--- src/rtl/wb_interconnect.sv ---
// wb_interconnect: single-master, N-slave Wishbone classic shared-bus interconnect
// Registered address decode (lowest matching slave wins), response mux (err > rty > ack),
// error for unmapped addresses. Optional watchdog: define WB_INTERCONNECT_TIMEOUT_EN.
// Ports: clk_i/rst_i (async active-high); m_* master side; s_cyc_o/s_stb_o one-hot per slave;
// s_we_o/s_adr_o/s_sel_o/s_dat_o broadcast; s_dat_i packed slave read data; s_ack_i/s_err_i/s_rty_i.
module wb_interconnect #(
  parameter int NUM_SLAVES = 4,
  parameter int ADDR_WIDTH = 32,
  parameter int DATA_WIDTH = 32,
  parameter logic [NUM_SLAVES*ADDR_WIDTH-1:0] SLAVE_BASE = '0,
  parameter logic [NUM_SLAVES*ADDR_WIDTH-1:0] SLAVE_MASK = '0,
  parameter int TIMEOUT_CYCLES = 255
) (
  input  logic                             clk_i,
  input  logic                             rst_i,
  input  logic                             m_cyc_i,
  input  logic                             m_stb_i,
  input  logic                             m_we_i,
  input  logic [ADDR_WIDTH-1:0]            m_adr_i,
  input  logic [DATA_WIDTH/8-1:0]          m_sel_i,
  input  logic [DATA_WIDTH-1:0]            m_dat_i,
  output logic [DATA_WIDTH-1:0]            m_dat_o,
  output logic                             m_ack_o,
  output logic                             m_err_o,
  output logic                             m_rty_o,
  output logic [NUM_SLAVES-1:0]            s_cyc_o,
  output logic [NUM_SLAVES-1:0]            s_stb_o,
  output logic                             s_we_o,
  output logic [ADDR_WIDTH-1:0]            s_adr_o,
  output logic [DATA_WIDTH/8-1:0]          s_sel_o,
  output logic [DATA_WIDTH-1:0]            s_dat_o,
  input  logic [NUM_SLAVES*DATA_WIDTH-1:0] s_dat_i,
  input  logic [NUM_SLAVES-1:0]            s_ack_i,
  input  logic [NUM_SLAVES-1:0]            s_err_i,
  input  logic [NUM_SLAVES-1:0]            s_rty_i
);
  typedef enum logic [1:0] {IDLE, ACTIVE, RESP} state_t;
  state_t state, state_nxt;
  logic [NUM_SLAVES-1:0] hit, sel_q;
  logic [ADDR_WIDTH-1:0] adr_q;
  logic [DATA_WIDTH/8-1:0] bsel_q;
  logic [DATA_WIDTH-1:0] dat_q, rdat;
  logic we_q, r_ack, r_err, r_rty, any_resp, tmo;
  // Descending scan so the lowest matching index overwrites the others.
  always_comb begin
    hit = '0;
    for (int k = NUM_SLAVES - 1; k >= 0; k--)
      if ((m_adr_i & SLAVE_MASK[k*ADDR_WIDTH +: ADDR_WIDTH]) == SLAVE_BASE[k*ADDR_WIDTH +: ADDR_WIDTH]) begin
        hit = '0;
        hit[k] = 1'b1;
      end
  end
  always_comb begin
    rdat = '0;
    for (int k = 0; k < NUM_SLAVES; k++)
      if (sel_q[k]) rdat = s_dat_i[k*DATA_WIDTH +: DATA_WIDTH];
  end
  // Masking with the one-hot selection discards responses from non-selected slaves.
  assign r_ack = |(s_ack_i & sel_q);
  assign r_err = |(s_err_i & sel_q);
  assign r_rty = |(s_rty_i & sel_q);
  assign any_resp = r_ack | r_err | r_rty;
`ifdef WB_INTERCONNECT_TIMEOUT_EN
  localparam int CW = $clog2(TIMEOUT_CYCLES + 1);
  logic [CW-1:0] wd_cnt;
  always_ff @(posedge clk_i or posedge rst_i)
    if (rst_i) wd_cnt <= '0;
    else wd_cnt <= (state == ACTIVE) ? wd_cnt + 1'b1 : '0;
  // Fires in the last of TIMEOUT_CYCLES active cycles, so the error lands TIMEOUT_CYCLES after entry.
  assign tmo = (state == ACTIVE) && (wd_cnt == CW'(TIMEOUT_CYCLES - 1));
`else
  assign tmo = 1'b0;
`endif
  always_comb begin
    state_nxt = state;
    case (state)
      IDLE:    if (m_cyc_i && m_stb_i) state_nxt = |hit ? ACTIVE : RESP;
      ACTIVE:  state_nxt = !m_cyc_i ? IDLE : (any_resp || tmo) ? RESP : ACTIVE;
      default: state_nxt = IDLE;
    endcase
  end
  always_ff @(posedge clk_i or posedge rst_i)
    if (rst_i) begin
      state   <= IDLE;
      sel_q   <= '0;
      adr_q   <= '0;
      bsel_q  <= '0;
      dat_q   <= '0;
      we_q    <= 1'b0;
      m_dat_o <= '0;
      m_ack_o <= 1'b0;
      m_err_o <= 1'b0;
      m_rty_o <= 1'b0;
    end else begin
      state   <= state_nxt;
      m_dat_o <= '0;
      m_ack_o <= 1'b0;
      m_err_o <= 1'b0;
      m_rty_o <= 1'b0;
      if (state == IDLE && m_cyc_i && m_stb_i) begin
        sel_q   <= hit;
        adr_q   <= m_adr_i;
        bsel_q  <= m_sel_i;
        dat_q   <= m_dat_i;
        we_q    <= m_we_i;
        m_err_o <= ~|hit;
      end
      if (state == ACTIVE && state_nxt == RESP) begin
        m_err_o <= r_err | ~any_resp;
        m_rty_o <= ~r_err & r_rty;
        m_ack_o <= ~r_err & ~r_rty & r_ack;
        m_dat_o <= (~we_q & ~r_err & ~r_rty & r_ack) ? rdat : '0;
      end
    end
  assign s_cyc_o = (state == ACTIVE) ? sel_q : '0;
  assign s_stb_o = (state == ACTIVE) ? sel_q : '0;
  assign s_we_o  = we_q;
  assign s_adr_o = adr_q;
  assign s_sel_o = bsel_q;
  assign s_dat_o = dat_q;
endmodule

--- config.mk ---
export PLATFORM = sky130hd
export DESIGN_NAME = wb_interconnect
export DESIGN_NICKNAME = d
export VERILOG_FILES = /design/src/rtl/wb_interconnect.sv
export SDC_FILE = /design/constraint.sdc
export NUM_CORES = 1
export LEC_CHECK = 0
export ABC_AREA = 0
export CAP_MARGIN = 20
export CORE_AREA = 2 2 127 129
export CTS_BUF_LIST = sky130_fd_sc_hd__clkbuf_4 sky130_fd_sc_hd__clkbuf_8
export CTS_CLUSTER_DIAMETER = 80
export CTS_CLUSTER_SIZE = 20
export DETAILED_ROUTE_END_ITERATION = 12
export DIE_AREA = 0 0 129 131
export DONT_BUFFER_PORTS = 1
export SETUP_SLACK_MARGIN = 0.1
export SLEW_MARGIN = 20
export SYNTH_ARGS = -nofsm -noshare
export SYNTH_HDL_FRONTEND = slang
export SYNTH_SLANG_ARGS = --single-unit
export TNS_END_PERCENT = 100
--- constraint.sdc ---
create_clock -name clk_i -period 4.2 [get_ports clk_i]
set_input_delay 0.63 -clock clk_i [delete_from_list [all_inputs] [get_ports clk_i]]
set_output_delay 0.63 -clock clk_i [all_outputs]
set_load 0.02 [all_outputs]
==> results of run 1 <==
## synthesized netlist by cell type
library cell    n
nor2b_1         2
nor2_1          3
mux2_1          6
nor4_4          1
inv_1           2
buf_4           7
o21bai_1        1
buf_6          10
dfrtp_1       107
nor3_1          1
nand2_1         2
conb_1          1
or2_2           1
and2_1         33
nand4b_1        1
nor4bb_1        1
mux2_2         63
nor3_4          1
nand4bb_1       1
## logic make-up after synthesis
| family | count (synthesis) | synth area share |
|---|---|---|
| buf+inv | 19 | 0.0437 |
| other cells | 1 | 0.000948 |
| flops | 107 | 0.677 |
| mux | 69 | 0.196 |
| compound gates | 1 | 0.00190 |
| simple gates | 47 | 0.0800 |
## cell type report
cell class | instances | area, um^2 | area share
Timing Repair Buffer | 3 | 22.5 | 0.00526
Sequential cell | 107 | 2680 | 0.625
Clock buffer | 12 | 159 | 0.0371
Multi-Input combinational cell | 123 | 1120 | 0.262
Inverter | 2 | 10.0 | 0.00234
Clock inverter | 3 | 22.5 | 0.00526
Tap cell | 216 | 270 | 0.0631
## worst max-delay path, cell delays in order (launching register included)
cell	delay, ns
dfrtp_1	0.42
nor2b_1	0.19
and2_1	0.41
## report_power, final
group	switching (uW)	leakage [uW]	internal (uW)
clock network	332	0.0000962	254
logic	83.5	0.000434	122
registers	308	0.00134	1180
## per-layer routing
layer,part of all wire,wire length [um],vias to the layer above
met3,0.13,1050,6
met1,0.36,2830,947
li1,-,-,798
met2,0.49,3870,148
met4,0.0093,73,0
met5,0,0,-
## stage by stage
step	setup WS (ns)	std cells	total power, uW	util	instance area [um^2]
6_report	2.19	466	2280	0.275	4290
5_1_grt	2.10	466	2410	0.275	4290
4_1_cts	2.15	465	2330	0.274	4280
3_5_place_dp	2.02	450	1730	0.263	4100
3_3_place_gp	2.08	450	1710	0.263	4100
2_1_floorplan	0.753	249	1660	-	3970
## flip-flops by register name (all words and copies together) (netlist names)
name	count
sel_q	1
s_dat_o	32
s_we_o	1
state	2
m_err_o	1
s_adr_o	32
m_dat_o	32
s_sel_o	4
m_rty_o	1
m_ack_o	1
## path summary, 6_finish.rpt
kind / startpoint / to / slack [ns] / cells after the start
min: rst_i / s_adr_o[4] / 0.29 / 1
min reg2reg: sel_q[0] / sel_q[0] / 0.59 / 1
max reg2reg: state[0] / s_dat_o[7] / 2.31 / 3
max in group asynchronous: rst_i / s_adr_o[9] / 2.87 / 2
min in group clk_i: s_err_i[0] / m_rty_o / 0.34 / 1
max: state[0] / s_stb_o[0] / 2.19 / 2
==> impl_metrics.ini, run 1 <==
[worst_hold_path]
min-delay-path-class = in2async

[run_status]
outcome = completed

[power]
cellPowerDensity_nw_per_um2 = 532
leakage_uw = 0.00187
ir_drop_uv = 172

[logic_synthesis]
synth_top_area_share = 0.677
yosysWarnings = 0
synth_seq_area_share = 0.677
yosysTopAreaCell = dfrtp_1
synthCells = 244
ys_top_cells_by_area = dfrtp_1 68%, mux2_2 18%, and2_1 5.2%
syn_avg_cell_area_um2 = 16.2
synth-seq-cells = 107
yosysUniqueCellTypes = 19
syn-cell-area_um2 = 3960

[cts]
clk_pin_slew_ns = 0.09
cts-buffers-inserted = 9
htree_levels = 3
clock_latency_ns = 0.37
cts_buffer_depth = 2
cts-hold-fix-buffers = 0
cts_setup_buffers = 0
cts.sinks = 107
cts-root-buf = clkbuf_8
postCtsResizedCells = 0
cts_tree = yes

[floorplanning]
core-area_um2 = 15600
dieArea_um2 = 16900
rows = 46
start_util = 0.254
io_pins = 325
die_w_um = 129
die_h_um = 131

[global_routing]
use_met1 = 0.0886
grt_overflow = 0
first_global_vias = 1958
grt_pass1_wl_um = 10800
grt_max_degree = 74
grtUsageMet2 = 0.145
antenna_found_initial = 0
grt_use_total = 0.0884
grtUsageMet3 = 0.0594
busiest_layer = met2

[routing]
wl_per_cell_um = 16.8
drc_errors = 0
vias = 1899
drt_pass1_iterations = 4
drt_iter0_markers = 72
postRouteAntennaNets = 0
wl_um = 7820
vias_per_cell = 4.08

[worst_setup_path]
worst_setup_path_end_kind = output pin
critPathKind = reg2out
critPathMaxFanout = 3
critPathArrivalTime_ns = 1.38
startpoint_type = flip-flop
required_ns = 3.57

[sta]
max_slew_margin = 0.399
rsz0062_at_grt = no
fin_setup_tns_ns = 0
fmax_ghz = 0.496
hold_ws_ns = 0.285
finalCriticalPeriod_ns = 2.01
max_slew.worst_pin.slew_ns = 0.901
final-max-slew-violation-count = 0
clock_skew_ns = 0.0123
setup_viol = 0
timing.final.crit_share = 0.480
final_hold_viol_count = 0

[layout]
layout_commonest_cell = dfrtp_1
area_growth_pct = 8.35
mostFrequentLayoutCells = 107 x dfrtp_1, 63 x mux2_2, 33 x and2_1
drive_gt1_frac = 0.340
fillers = 1570
fin_nets = 459
antenna_cells = 0

[placement]
hpwl_um = 5740
gp_congestion = 0.630
portBuffers = 0

[flow_run]
max_cap_violations = 0
No activity file was read; power rests on OpenSTA's default activity.
==> run 2, diff against run 1 <==
Clock period 4.2 ns to 2 ns, I/O delays scaled along.
==> impl_metrics.ini, run 2 (synthesized netlist as in run 1, its figures left out) <==
[power]
combinationalPowerShare = 0.086
p_sw_uw = 1550
power.internal_uw = 3600
leakage_uw = 0.00191
finalPower_uw = 5150
cellPowerDensity_nw_per_um2 = 1170
ir_drop_uv = 310
clock_power_share = 0.306
p_seq_frac = 0.608
switching_share = 0.302

[cts]
cts-root-buf = clkbuf_8
htree_levels = 3
cts_setup_buffers = 0
cts-buffers-inserted = 9
cts_tree = yes
clk_pin_slew_ns = 0.09
cts_buffer_depth = 2
cts-hold-fix-buffers = 2
cts.sinks = 107
clock_latency_ns = 0.38
postCtsResizedCells = 0

[layout]
fin_nets = 463
fillers = 1592
post-route-util = 0.283
area_growth_pct = 11.5
layout_commonest_cell = dfrtp_1
drive_gt1_frac = 0.345
antenna_cells = 0
mostFrequentLayoutCells = 107 x dfrtp_1, 63 x mux2_2, 33 x and2_1

[placement]
gp_congestion = 0.678
portBuffers = 0
hpwl_um = 6000

[floorplanning]
die_w_um = 129
dieArea_um2 = 16900
start_util = 0.254
io_pins = 325
rows = 46
die_h_um = 131
core-area_um2 = 15600

[worst_setup_path]
critPathSlowestCell = dfrtp_1
critPathKind = reg2out
critPathArrivalTime_ns = 1.39
path_cells = nor2b_1 > and2_1
startpoint_type = flip-flop
cpPeakStageDelay_ns = 0.42
required_ns = 1.70
critPathMaxFanout = 3
worst_setup_path_end_kind = output pin

[flow_run]
max_cap_violations = 0

[routing]
drt_iter0_markers = 34
drc_errors = 0
postRouteAntennaNets = 0
vias_per_cell = 4.09
drt_pass1_iterations = 4
wl_per_cell_um = 17.0
vias = 1926
wl_um = 8010

[sta]
finalCriticalPeriod_ns = 1.69
rsz0062_at_grt = no
timing.final.crit_share = 0.846
max_slew_margin = 0.663
final_hold_viol_count = 0
clock_skew_ns = 0.0132
fin_setup_tns_ns = 0
setup_viol = 0
fmax_ghz = 0.591
final-max-slew-violation-count = 0
max_slew.worst_pin.slew_ns = 0.502

[run_status]
outcome = completed

[worst_hold_path]
min-delay-path-class = in2reg

[global_routing]
grt_pass1_wl_um = 10900
antenna_found_initial = 0
grt_overflow = 0
first_global_vias = 1918
grt_use_total = 0.0901
grt_max_degree = 72
==> run 2: metrics by stage <==
stage,area (um^2),cells,worst slack (ns),hold slack [ns]
floorplan,3980,249,0.412,0.370
global placement,4150,453,0.489,0.108
detailed placement,4150,453,0.457,0.110
CTS,4410,471,0.265,0.00108
global route,4410,471,0.237,0.00686
finish,4410,471,0.307,0.0375
==> run 2: layout make-up <==
class / instances / area (um^2) / area share
clock buffer: 10 / 131 / 0.0298
clock inverter: 6 / 114 / 0.0258
inverter: 2 / 11.3 / 0.00255
multi-input combinational: 123 / 1120 / 0.255
sequential: 107 / 2680 / 0.607
tap: 216 / 270 / 0.0613
timing repair buffer: 7 / 82.6 / 0.0187
==> run 2: power groups by stage <==
stage / Sequential [uW] / Combinational [uW] / Clock, uW
floorplan: 3080 / 413 / 0
global placement: 3180 / 435 / 0
detailed placement: 3180 / 455 / 0
CTS: 3140 / 459 / 1650
global route: 3170 / 495 / 1740
finish: 3130 / 444 / 1580
==> run 2: per-layer routing <==
layer	GRT usage	vias to the layer above	share of wire
li1	-	816	-
met3	0.0594	14	0.14
met1	0.0952	946	0.35
met4	0.0441	0	0.016
met2	0.139	150	0.49
met5	0	-	0
==> run 2: path summary, 6_finish.rpt <==
path	start	slack [ns]	cells past startpoint	endpoint
worst max-delay path	state[0]	0.31	2	s_cyc_o[0]
worst min-delay path	s_err_i[0]	0.04	2	m_err_o
worst max register to register	state[1]	0.44	3	s_adr_o[17]
worst min register to register	sel_q[0]	0.61	1	sel_q[0]
max in group asynchronous	rst_i	0.97	3	m_dat_o[24]
min in group asynchronous	rst_i	0.32	2	s_adr_o[11]
==> run 2: critical path: cells and delay by family, from the launching register on <==
kind,cells,cell delay (ns)
simple gates,2,0.60
flops,1,0.42
